[src/rtl/sdram_pkg.sv]
// Shared SDRAM definitions: host address geometry and request-issue FSM encodings.
package sdram_pkg;

  localparam int BANK_WIDTH  = 2;
  localparam int ROW_WIDTH   = 13;
  localparam int COL_WIDTH   = 10;
  localparam int HADDR_WIDTH = BANK_WIDTH + ROW_WIDTH + COL_WIDTH;

  typedef enum logic [1:0] {
    S_IDLE   = 2'd0,
    S_ISSUE  = 2'd1,
    S_RDWAIT = 2'd2
  } state_t;

endpackage

[src/rtl/sdram_req_fifo.sv]
// Synchronous request FIFO with occupancy output; pointers wrap modulo DEPTH (power of two).
module sdram_req_fifo #(
  parameter int WIDTH = 34,
  parameter int DEPTH = 4,
  localparam int AW = $clog2(DEPTH)
) (
  input  logic             clk,
  input  logic             rst_n,
  input  logic             push,
  input  logic [WIDTH-1:0] push_data,
  input  logic             pop,
  output logic [WIDTH-1:0] head,
  output logic [AW:0]      level,
  output logic             full,
  output logic             empty
);

  logic [WIDTH-1:0] r_mem [DEPTH];
  logic [AW-1:0]    r_wr_ptr;
  logic [AW-1:0]    r_rd_ptr;
  logic [AW:0]      r_level;
  logic             w_push;
  logic             w_pop;

  assign full   = (r_level == (AW+1)'(DEPTH));
  assign empty  = (r_level == '0);
  assign level  = r_level;
  assign head   = r_mem[r_rd_ptr];
  assign w_push = push && !full;
  assign w_pop  = pop && !empty;

  always_ff @(posedge clk) begin
    if (w_push) r_mem[r_wr_ptr] <= push_data;
  end

  always_ff @(posedge clk or negedge rst_n) begin
    if (!rst_n) begin
      r_wr_ptr <= '0;
      r_rd_ptr <= '0;
      r_level  <= '0;
    end else begin
      if (w_push) r_wr_ptr <= r_wr_ptr + 1'b1;
      if (w_pop)  r_rd_ptr <= r_rd_ptr + 1'b1;
      case ({w_push, w_pop})
        2'b10:   r_level <= r_level + 1'b1;
        2'b01:   r_level <= r_level - 1'b1;
        default: r_level <= r_level;
      endcase
    end
  end

endmodule

[src/rtl/sdram_req_queue.sv]
// Host request front end for the SDRAM controller: buffers byte requests, issues them
// one at a time on the wr/rd enable + ack interface, and returns read data with timeout.
module sdram_req_queue
  import sdram_pkg::*;
#(
  parameter int HADDR_WIDTH = sdram_pkg::HADDR_WIDTH,
  parameter int DEPTH       = 4,
  parameter int RD_TIMEOUT  = 63,
  localparam int LW = $clog2(DEPTH) + 1
) (
  input  logic                   clk,
  input  logic                   rst_n,
  // Handshakes: a transfer happens on the clock edge where valid && ready are both 1;
  // valid never depends on ready, and ready never depends combinationally on ctl_ack.
  input  logic                   req_valid,
  output logic                   req_ready,
  input  logic                   req_we,
  input  logic [HADDR_WIDTH-1:0] req_addr,
  input  logic [7:0]             req_wdata,
  output logic                   rsp_valid,
  input  logic                   rsp_ready,
  output logic [7:0]             rsp_data,
  output logic                   rsp_err,
  output logic [HADDR_WIDTH-1:0] ctl_wr_addr,
  output logic [7:0]             ctl_wr_data,
  output logic                   ctl_wr_enable,
  output logic [HADDR_WIDTH-1:0] ctl_rd_addr,
  output logic                   ctl_rd_enable,
  input  logic                   ctl_ack,
  input  logic                   ctl_rd_ready,
  input  logic [7:0]             ctl_rd_data,
  output logic [LW-1:0]          fifo_level,
  output state_t                 dbg_state
);

  localparam int W  = 1 + HADDR_WIDTH + 8;
  localparam int TW = $clog2(RD_TIMEOUT + 1);

  logic [W-1:0]           w_head;
  logic                   w_head_we;
  logic [HADDR_WIDTH-1:0] w_head_addr;
  logic [7:0]             w_head_data;
  logic                   w_full;
  logic                   w_empty;
  logic                   w_push;
  logic                   w_pop;

  state_t                 r_state, w_nxt_state;
  logic [HADDR_WIDTH-1:0] r_wr_addr, w_nxt_wr_addr;
  logic [7:0]             r_wr_data, w_nxt_wr_data;
  logic                   r_wr_en, w_nxt_wr_en;
  logic [HADDR_WIDTH-1:0] r_rd_addr, w_nxt_rd_addr;
  logic                   r_rd_en, w_nxt_rd_en;
  logic                   r_rsp_valid, w_nxt_rsp_valid;
  logic [7:0]             r_rsp_data, w_nxt_rsp_data;
  logic                   r_rsp_err, w_nxt_rsp_err;
  logic [TW-1:0]          r_cnt, w_nxt_cnt;

  assign req_ready = !w_full;
  assign w_push    = req_valid && req_ready;

  sdram_req_fifo #(
    .WIDTH (W),
    .DEPTH (DEPTH)
  ) u_fifo (
    .clk       (clk),
    .rst_n     (rst_n),
    .push      (w_push),
    .push_data ({req_we, req_addr, req_wdata}),
    .pop       (w_pop),
    .head      (w_head),
    .level     (fifo_level),
    .full      (w_full),
    .empty     (w_empty)
  );

  assign w_head_we   = w_head[W-1];
  assign w_head_addr = w_head[W-2:8];
  assign w_head_data = w_head[7:0];

  always_comb begin
    w_nxt_state     = r_state;
    w_nxt_wr_addr   = r_wr_addr;
    w_nxt_wr_data   = r_wr_data;
    w_nxt_wr_en     = r_wr_en;
    w_nxt_rd_addr   = r_rd_addr;
    w_nxt_rd_en     = r_rd_en;
    w_nxt_rsp_valid = r_rsp_valid;
    w_nxt_rsp_data  = r_rsp_data;
    w_nxt_rsp_err   = r_rsp_err;
    w_nxt_cnt       = r_cnt;
    w_pop           = 1'b0;

    if (r_rsp_valid && rsp_ready) w_nxt_rsp_valid = 1'b0;

    case (r_state)
      S_IDLE: begin
        // A read waits until the response register is free so it can never be overwritten.
        if (!w_empty && (w_head_we || !r_rsp_valid)) begin
          w_nxt_state = S_ISSUE;
          if (w_head_we) begin
            w_nxt_wr_addr = w_head_addr;
            w_nxt_wr_data = w_head_data;
            w_nxt_wr_en   = 1'b1;
          end else begin
            w_nxt_rd_addr = w_head_addr;
            w_nxt_rd_en   = 1'b1;
          end
        end
      end
      S_ISSUE: begin
        if (ctl_ack) begin
          w_pop       = 1'b1;
          w_nxt_wr_en = 1'b0;
          w_nxt_rd_en = 1'b0;
          if (r_rd_en) begin
            w_nxt_state = S_RDWAIT;
            w_nxt_cnt   = '0;
          end else begin
            w_nxt_state = S_IDLE;
          end
        end
      end
      S_RDWAIT: begin
        if (ctl_rd_ready) begin
          w_nxt_rsp_valid = 1'b1;
          w_nxt_rsp_data  = ctl_rd_data;
          w_nxt_rsp_err   = 1'b0;
          w_nxt_state     = S_IDLE;
        end else if (r_cnt == TW'(RD_TIMEOUT)) begin
          w_nxt_rsp_valid = 1'b1;
          w_nxt_rsp_data  = 8'h00;
          w_nxt_rsp_err   = 1'b1;
          w_nxt_state     = S_IDLE;
        end else begin
          w_nxt_cnt = r_cnt + 1'b1;
        end
      end
      default: w_nxt_state = S_IDLE;
    endcase
  end

  always_ff @(posedge clk or negedge rst_n) begin
    if (!rst_n) begin
      r_state     <= S_IDLE;
      r_wr_addr   <= '0;
      r_wr_data   <= '0;
      r_wr_en     <= 1'b0;
      r_rd_addr   <= '0;
      r_rd_en     <= 1'b0;
      r_rsp_valid <= 1'b0;
      r_rsp_data  <= '0;
      r_rsp_err   <= 1'b0;
      r_cnt       <= '0;
    end else begin
      r_state     <= w_nxt_state;
      r_wr_addr   <= w_nxt_wr_addr;
      r_wr_data   <= w_nxt_wr_data;
      r_wr_en     <= w_nxt_wr_en;
      r_rd_addr   <= w_nxt_rd_addr;
      r_rd_en     <= w_nxt_rd_en;
      r_rsp_valid <= w_nxt_rsp_valid;
      r_rsp_data  <= w_nxt_rsp_data;
      r_rsp_err   <= w_nxt_rsp_err;
      r_cnt       <= w_nxt_cnt;
    end
  end

  assign ctl_wr_addr   = r_wr_addr;
  assign ctl_wr_data   = r_wr_data;
  assign ctl_wr_enable = r_wr_en;
  assign ctl_rd_addr   = r_rd_addr;
  assign ctl_rd_enable = r_rd_en;
  assign rsp_valid     = r_rsp_valid;
  assign rsp_data      = r_rsp_data;
  assign rsp_err       = r_rsp_err;
  assign dbg_state     = r_state;

endmodule

[config.mk]
export PLATFORM = sky130hd
export DESIGN_NAME = sdram_req_queue
export DESIGN_NICKNAME = d
export VERILOG_FILES = /design/src/rtl/sdram_pkg.sv /design/src/rtl/sdram_req_fifo.sv /design/src/rtl/sdram_req_queue.sv
export SDC_FILE = /design/constraint.sdc
export NUM_CORES = 1
export LEC_CHECK = 0
export ABC_AREA = 1
export CAP_MARGIN = 15
export CORE_AREA = 4 4 154 119
export CTS_CLUSTER_SIZE = 16
export DETAILED_ROUTE_END_ITERATION = 10
export DIE_AREA = 0 0 158 123
export GPL_ROUTABILITY_DRIVEN = 0
export GPL_TIMING_DRIVEN = 0
export HOLD_SLACK_MARGIN = 0.03
export PLACE_DENSITY = 0.84
export SLEW_MARGIN = 20
export SYNTH_ARGS = -nofsm -noshare
export SYNTH_HDL_FRONTEND = slang
export SYNTH_HIERARCHICAL = 1
export SYNTH_SLANG_ARGS = --single-unit
[constraint.sdc]
create_clock -name clk -period 5 [get_ports clk]
set_clock_uncertainty 0.1 [all_clocks]
set_input_delay 1.5 -clock clk [delete_from_list [all_inputs] [get_ports clk]]
set_output_delay 1.5 -clock clk [all_outputs]
set_load 0.01 [all_outputs]
==> results of run 1 <==
[worst min-delay path, delay by kind of cell, from the launching register on]
family / cells / cell delay [ps]
compound gates: 1 / 60
simple gates: 1 / 50
flops: 1 / 340
[sequential cells by signal (all words and copies together), names as in the netlist]
register         count
u_fifo/r_mem       136
u_fifo/r_wr_ptr      2
dbg_state            2
u_fifo/r_rd_ptr      2
ctl_rd_addr         25
rsp_data             8
r_cnt                6
ctl_wr_addr         25
ctl_wr_enable        1
rsp_valid            1
u_fifo/level         3
ctl_wr_data          8
rsp_err              1
ctl_rd_enable        1
[cell type report]
| type | count | area share [%] |
|---|---|---|
| Tap cell | 215 | 2.364 |
| Clock inverter | 10 | 0.4289 |
| Sequential cell | 221 | 54.59 |
| Multi-Input combinational cell | 400 | 18.54 |
| Clock buffer | 27 | 5.080 |
| Buffer | 36 | 2.804 |
| Inverter | 129 | 4.256 |
| Timing Repair Buffer | 128 | 11.94 |
[placed cells by master, fill, tap and decap left out, drive strengths merged, types with 6 or more instances in the layout]
master,instances
nand2,211
edfxtp,136
inv,130
clkdlybuf4s50,122
dfrtp,85
o211ai,69
o21ai,59
clkbuf,36
buf,33
nand3,22
nor2,17
clkinv,9
mux2,8
ha,6
[path summary, 6_finish.rpt]
check / start / to / slack [ps] / cells past startpoint
worst min-delay path: ctl_rd_addr[22] / ctl_rd_addr[22] / 390 / 2
worst min register to register: ctl_rd_addr[22] / ctl_rd_addr[22] / 390 / 2
max in group asynchronous: rst_n / dbg_state[1] / 3320 / 2
min in group asynchronous: rst_n / ctl_wr_data[4] / 850 / 1
worst max-delay path: u_fifo/level[0] / req_ready / 1620 / 5
worst max register to register: u_fifo/r_rd_ptr[0] / ctl_rd_addr[5] / 2450 / 11
[kinds of logic after synthesis]
family / share of synthesized area, %
and+or+nand+nor: 11.03
DFF: 68.30
buffers and inverters: 8.833
AOI/OAI and AO/OA: 9.370
muxes: 1.321
adders and majority gates: 1.046
xor gates and xnor gates: 0.09633
[routing by layer]
layer,GRT usage (%),vias to the layer above,share of wire [%]
met4,6.180,0,2.0
met5,0,-,0
met2,35.18,304,47
li1,-,2910,-
met1,31.17,3076,43
met3,4.094,35,8.4
[Yosys cell counts]
cell	n	share of area (%)
clkbuf_8	6	0.91
inv_2	3	0.12
buf_2	11	0.61
nand3_2	2	0.22
o211ai_1	69	5.7
buf_4	3	0.25
o21ai_0	51	2.8
nand3_1	20	1.1
nand2_1	211	8.7
inv_1	126	5.2
nor2_1	15	0.62
nor2_4	2	0.25
o21ai_2	4	0.39
edfxtp_1	136	45
a21oi_1	2	0.11
clkbuf_1	2	0.083
nand4_1	2	0.14
dfrtp_1	85	23
o21ai_1	4	0.22
xnor2_1	1	0.096
buf_6	13	1.6
clkbuf_2	1	0.055
mux2_4	8	1.3
ha_1	6	0.83
fa_1	1	0.22
o22ai_1	1	0.069
o21bai_1	1	0.083
[where the power goes]
| group | switching, mW | internal [mW] |
|---|---|---|
| Clock | 0.646 | 0.815 |
| Sequential | 0.251 | 2.51 |
| Combinational | 1.75 | 1.28 |
[metrics by stage]
step / setup slack, ps / power (mW) / cell area, um2 / util (%)
6_report: 1619 / 7.253 / 11380 / 68.25
5_1_grt: 1490 / 7.652 / 11380 / 68.25
4_1_cts: 1603 / 7.256 / 11380 / 68.25
3_5_place_dp: 1210 / 5.774 / 10750 / 64.49
3_3_place_gp: -857.0 / 5.595 / 10590 / 63.54
2_1_floorplan: 1193 / 4.422 / 9094 / -
==> flow_summary.yaml, run 1 <==
status:
  status: "finished clean"
yosys:
  netlist_area_um2: 9094
  syn_nets: 841
  yosysWarnings: 6
  synth_seq_cells: 221
  seq_area_frac_synth_pct: 68.30
  netlist_instances: 786
  avgSynthCellArea_um2: 11.57
  synth_cell_types: 27
route:
  drtIter0Drc: 543
  ant_nets: 0
  dr.pass1.iters: 4
  vias: 6325
  viasPerCell: 5.425
  drc: 0
  routed_wl_um: 21470
  avgRoutedWirePerCell_um: 18.42
grt:
  antenna_found_initial: 0
  grt_pass1_vias: 6144
  track_usage_pct: 21.92
  grt_pass1_wl_um: 32820
  grt_overflow: 0
  grt_max_degree: 56
sta:
  relSlewSlack_pct: 53.20
  whs_ps: 390.3
  period_minus_slack_ps: 3381
  hold_violations: 0
  finalSetupTns_ps: 0
  rsz0062_at_grt: "false"
  setup_viol: 0
  drv_slew: 0
  clock.fmax_mhz: 295.8
  tightest_slew_ps: 702.0
  period_share_pct: 67.61
power:
  leakage_nw: 4.912
  irDropWorstVdd_mv: 0.3009
  power_density_nw_per_um2: 637.4
clock_network:
  cts_tree: "yes"
  cts_setup_buffers: 0
  ctsResizeCount: 0
  htreeDepth: 1
  cts_buffers: 21
  cts_sinks: 221
  clkSlewWorstSetupHoldPaths_ps: 60
  cts_hold_buf: 0
  clkLatencyLatePin_ps: 500
  clock_tree.root_cell: "clkbuf_16"
  clock_path_buffers: 3
final_layout:
  seq_area_um2: 6211
  fillers: 1093
  area_growth_pct: 25.12
  post_route_cells_drive_above_1_share_pct: 9.779
  stdcell_count: 1166
  nets: 992
  multi_input_area_um2: 2110
  diodes: 0
floorplanning:
  die_area_um2: 19430
  num_rows: 41
  die_width_um: 158
  core_um2: 16670
  die_h_um: 123
  ioPinCount: 124
  initial_core_util_pct: 54.54
place:
  numPlacedInstances: 1129
  portBuffers: 123
  hpwl_um: 14150
critical_path:
  crit_type: "flop to output port"
  crit_chain: "inv_1 -> nand3_1 -> inv_1 -> inv_1 -> clkdlybuf4s50_1"
  worstPathRequired_ps: 3400
  cpPeakStageDelay_ps: 470
  path_buf_inv: 4
  cp-start-kind: "flop"
  critPathSlowestCell: "clkdlybuf4s50_1"
  cpMostUsedCell: "inv_1"
  cp_max_fo: 4
  crit_arrival_ps: 1780
  endpoint_kind: "output port"
  worst_path_dominant_cell_family: "buffers and inverters"
job:
  cap_viol_max_count: 0
min_path:
  hold_class: "flop to flop"
Power figures use the tool's default switching activity.
==> inputs of run 2 (changes only) <==
--- a/config.mk
+++ b/config.mk
@@ -7,14 +7,14 @@
 export LEC_CHECK = 0
 export ABC_AREA = 1
 export CAP_MARGIN = 15
-export CORE_AREA = 4 4 154 119
+export CORE_AREA = 4 4 163 125
 export CTS_CLUSTER_SIZE = 16
 export DETAILED_ROUTE_END_ITERATION = 10
-export DIE_AREA = 0 0 158 123
+export DIE_AREA = 0 0 167 129
 export GPL_ROUTABILITY_DRIVEN = 0
 export GPL_TIMING_DRIVEN = 0
 export HOLD_SLACK_MARGIN = 0.03
-export PLACE_DENSITY = 0.84
+export PLACE_DENSITY = 0.8
 export SLEW_MARGIN = 20
 export SYNTH_ARGS = -nofsm -noshare
 export SYNTH_HDL_FRONTEND = slang
==> constraint.sdc (replaced) <==
create_clock -name clk -period 3 [get_ports clk]
set_clock_uncertainty 0.1 [all_clocks]
set_input_delay 0.9 -clock clk [delete_from_list [all_inputs] [get_ports clk]]
set_output_delay 0.9 -clock clk [all_outputs]
set_load 0.01 [all_outputs]
==> flow_summary.yaml, run 2 (same netlist as run 1, synthesis figures left out) <==
clock_network:
  cts_hold_buf: 0
  clock_path_buffers: 3
  cts_setup_buffers: 0
  clkLatencyLatePin_ps: 520
  clkSlewWorstSetupHoldPaths_ps: 70
  cts_sinks: 221
  cts_buffers: 22
  clock_tree.root_cell: "clkbuf_16"
  ctsResizeCount: 0
  cts_tree: "yes"
  htreeDepth: 1
floorplanning:
  initial_core_util_pct: 48.99
  core_um2: 18560
  die_width_um: 167
  num_rows: 43
  die_area_um2: 21540
  die_h_um: 129
  ioPinCount: 124
sta:
  clock.fmax_mhz: 356.8
  hold_violations: 0
  relSlewSlack_pct: 50.60
  tightest_slew_ps: 741.0
  drv_slew: 0
  whs_ps: 236.1
  setup_viol: 0
  period_minus_slack_ps: 2803
  period_share_pct: 93.42
  rsz0062_at_grt: "false"
power:
  leakage_nw: 4.975
  irDropWorstVdd_mv: 0.5193
  p_total_mw: 12.45
  power_density_nw_per_um2: 1077
critical_path:
  crit_chain: "inv_1 -> nand3_1 -> inv_1 -> inv_1 -> clkdlybuf4s50_1"
  critPathSlowestCell: "clkdlybuf4s50_1"
  cp_max_fo: 4
  cpMostUsedCell: "inv_1"
  cpPeakStageDelay_ps: 460
  worstPathRequired_ps: 2000
  endpoint_kind: "output port"
  crit_type: "flop to output port"
  crit_arrival_ps: 1800
  cp-start-kind: "flop"
grt:
  busiest_layer: "met2"
  met2_usage_pct: 31.49
  antenna_found_initial: 2
  grt_pass1_vias: 6151
  grt_pass1_wl_um: 33050
  track_usage_pct: 19.51
  grt_max_degree: 55
  grt_overflow: 0
  grt_use_met1_pct: 26.78
  grtUsageMet3_pct: 5.098
final_layout:
  largest_reg_flops: 136
  utilization_pct: 62.25
  nets: 993
  post_route_cells_drive_above_1_share_pct: 10.27
  final_cell_mix: "211 x nand2_1, 136 x edfxtp_1, 126 x inv_1, 122 x clkdlybuf4s50_1, 85 x dfrtp_1"
  layout_commonest_cell: "nand2_1"
  diodes: 0
  area_growth_pct: 27.06
  registers.top_by_ff_count: "u_fifo/r_mem"
  stdcell_count: 1201
  stdcell_area_um2: 11550
route:
  avgRoutedWirePerCell_um: 17.65
  dr.pass1.iters: 5
  ant_nets: 0
  drc: 0
  viasPerCell: 5.128
  drtIter0Drc: 518
  vias: 6159
  routed_wl_um: 21200
place:
  portBuffers: 123
  numPlacedInstances: 1161
  postPlaceCellArea_um2: 10780
  hpwl_um: 14730
min_path:
  hold_class: "input pin to async pin"
status:
  status: "finished clean"
job:
  cap_viol_max_count: 0
[run 2: cell types whose count changed in the layout (fill, tap and decap cells not counted), sizes merged]
cell	previous run	this run
clkbuf	36	40
clkinv	9	5
bufinv	0	3
[run 2: cell type report]
| cell class | count | area, um2 |
|---|---|---|
| flip-flops and latches | 221 | 6211 |
| plain buffers | 36 | 319.1 |
| fillers | 1411 | 7007 |
| clock buffers | 31 | 634.4 |
| inverters | 129 | 484.2 |
| clock inverters | 9 | 136.4 |
| repair buffers | 128 | 1351 |
| multi-input cells | 400 | 2110 |
| well taps | 247 | 309.0 |
[run 2: worst paths after layout]
| path | slack (ps) | depth (start not counted) | to | from |
|---|---|---|---|---|
| worst max-delay path | 200 | 5 | req_ready | u_fifo/level[0] |
| worst min-delay path | 240 | 1 | ctl_wr_addr[24] | rst_n |
| worst max register to register | 490 | 7 | u_fifo/r_mem[2][12] | u_fifo/level[0] |
| worst min register to register | 380 | 2 | ctl_rd_addr[22] | ctl_rd_addr[22] |
| max in group asynchronous | 1930 | 2 | ctl_rd_addr[12] | rst_n |
| min in group clk | 380 | 2 | ctl_rd_addr[22] | ctl_rd_addr[22] |
[run 2: stage by stage]
| step | setup TNS [ps] | setup slack, ps |
|---|---|---|
| global placement | -440600 | -2312 |
| CTS | 0 | 182.4 |
| finish | 0 | 197.4 |
| floorplan | -28190 | -207.3 |
| detailed placement | -8653 | -190.6 |
| global route | 0 | 71.67 |
[run 2: where the power goes]
| part | internal [mW] | leakage (nW) | switching [mW] |
|---|---|---|---|
| clock | 1.74 | 0.380 | 1.12 |
| combinational | 2.13 | 2.29 | 2.86 |
| sequential | 4.19 | 2.31 | 0.415 |
[run 2: routing by layer]
metal	wire length [um]	vias up
li1	-	2904
met1	9056	2960
met2	9816	244
met3	1796	47
met4	512	4
met5	21	-
[run 2: critical path, delay by kind of cell, from the launching register on]
family,cells,cell delay [ps]
flip-flops,1,410
buffers and inverters,4,750
AND/OR/NAND/NOR,1,150
==> inputs of run 3 (changes only) <==
--- a/config.mk
+++ b/config.mk
@@ -8,13 +8,14 @@
 export ABC_AREA = 1
 export CAP_MARGIN = 15
 export CORE_AREA = 4 4 163 125
-export CTS_CLUSTER_SIZE = 16
+export CTS_CLUSTER_SIZE = 8
 export DETAILED_ROUTE_END_ITERATION = 10
 export DIE_AREA = 0 0 167 129
 export GPL_ROUTABILITY_DRIVEN = 0
 export GPL_TIMING_DRIVEN = 0
 export HOLD_SLACK_MARGIN = 0.03
 export PLACE_DENSITY = 0.8
+export SKIP_CTS_REPAIR_TIMING = 1
 export SLEW_MARGIN = 20
 export SYNTH_ARGS = -nofsm -noshare
 export SYNTH_HDL_FRONTEND = slang
==> flow_summary.yaml, run 3 (same netlist as run 1, synthesis figures left out) <==
route:
  vias: 6274
  viasPerCell: 5.151
  drtIter0Drc: 571
  avgRoutedWirePerCell_um: 17.95
  drc: 0
  routed_wl_um: 21870
  dr.pass1.iters: 5
  ant_nets: 0
floorplanning:
  die_h_um: 129
  num_rows: 43
  die_width_um: 167
  die_area_um2: 21540
  ioPinCount: 124
  core_um2: 18560
  initial_core_util_pct: 48.99
critical_path:
  worst_path_dominant_cell_family: "buffers and inverters"
  worstPathRequired_ps: 2000
  crit_arrival_ps: 1820
  cpPeakStageDelay_ps: 460
  cpMostUsedCell: "inv_1"
  cp_max_fo: 4
  path_buf_inv: 4
  crit_type: "flop to output port"
  critPathSlowestCell: "clkdlybuf4s50_1"
  crit_chain: "inv_1 -> nand3_1 -> inv_1 -> inv_1 -> clkdlybuf4s50_1"
  cp-start-kind: "flop"
  endpoint_kind: "output port"
place:
  post-place-ws_ps: -190.6
  postPlaceCellArea_um2: 10780
  portBuffers: 123
  numPlacedInstances: 1161
  hpwl_um: 14730
sta:
  period_share_pct: 94.16
  clock.fmax_mhz: 354.0
  hold_violations: 0
  tightest_slew_ps: 815.6
  whs_ps: 211.7
  setup_ws_ps: 175.3
  relSlewSlack_pct: 45.63
  setup_viol: 0
  period_minus_slack_ps: 2825
  drv_slew: 0
  rsz0062_at_grt: "false"
grt:
  track_usage_pct: 20.12
  met2_usage_pct: 32.27
  grt_max_degree: 55
  antenna_found_initial: 1
  grtUsageMet3_pct: 4.484
  grt_overflow: 0
  grt_use_met1_pct: 27.65
  grt_pass1_wl_um: 33960
  grt_pass1_vias: 6401
  busiest_layer: "met2"
final_layout:
  registers.top_by_ff_count: "u_fifo/r_mem"
  fillers: 1387
  area_growth_pct: 28.26
  largest_reg_flops: 136
  nets: 1002
  final_cell_mix: "211 x nand2_1, 136 x edfxtp_1, 126 x inv_1, 122 x clkdlybuf4s50_1, 85 x dfrtp_1"
  stdcell_area_um2: 11660
  stdcell_count: 1218
  layout_commonest_cell: "nand2_1"
  post_route_cells_drive_above_1_share_pct: 9.887
  diodes: 0
clock_network:
  clkSlewWorstSetupHoldPaths_ps: 50
  clock_tree.root_cell: "clkbuf_16"
  cts_tree: "yes"
  clock_path_buffers: 3
  htreeDepth: 1
  clkLatencyLatePin_ps: 540
  cts_sinks: 221
  cts_buffers: 31
power:
  p_total_mw: 12.75
  leakage_nw: 5.013
  power_density_nw_per_um2: 1093
  irDropWorstVdd_mv: 0.5347
status:
  status: "finished clean"
job:
  cap_viol_max_count: 0
min_path:
  hold_class: "input pin to async pin"
## run 3: changes by cell type in the layout (fill, tap and decap cells not counted), sizes merged
cell    delta
clkinv     -4
clkbuf    +24
bufinv     -3
## run 3: final timing paths
path,end,slack [ps],from,cells after the start
worst max-delay path,req_ready,180,u_fifo/level[0],5
worst min-delay path,ctl_wr_addr[24],210,rst_n,1
worst max register to register,u_fifo/r_mem[2][7],490,u_fifo/level[0],7
worst min register to register,ctl_rd_addr[2],380,ctl_rd_addr[2],2
max in group asynchronous,ctl_rd_addr[14],1960,rst_n,2
min in group clk,ctl_rd_addr[2],380,ctl_rd_addr[2],2
## run 3: layer usage
| metal | up-vias | wire length (um) |
|---|---|---|
| li1 | 2938 | - |
| met1 | 3041 | 9352 |
| met2 | 246 | 10130 |
| met3 | 47 | 1801 |
| met4 | 2 | 573 |
| met5 | - | 11 |
## run 3: cell type report
cell class | count | area [um2] | share of cell area, %
multi-input combinational | 400 | 2110 | 18.09
tap | 247 | 309.0 | 2.650
buffer | 36 | 319.1 | 2.735
inverter | 129 | 484.2 | 4.151
clock inverter | 2 | 13.76 | 0.1180
timing repair buffer | 128 | 1351 | 11.59
sequential | 221 | 6211 | 53.25
clock buffer | 55 | 865.8 | 7.423
## run 3: stage by stage
stage               utilization [%]  setup TNS [ps]
floorplan                         -          -28190
global placement              57.29         -440600
detailed placement            58.10           -8653
CTS                           62.84               0
global route                  62.84               0
finish                        62.84               0
## run 3: where the power goes
group | total, mW | internal (mW) | switching, mW
logic | 5.01 | 2.13 | 2.88
clock network | 3.13 | 1.92 | 1.21
registers | 4.61 | 4.19 | 0.417
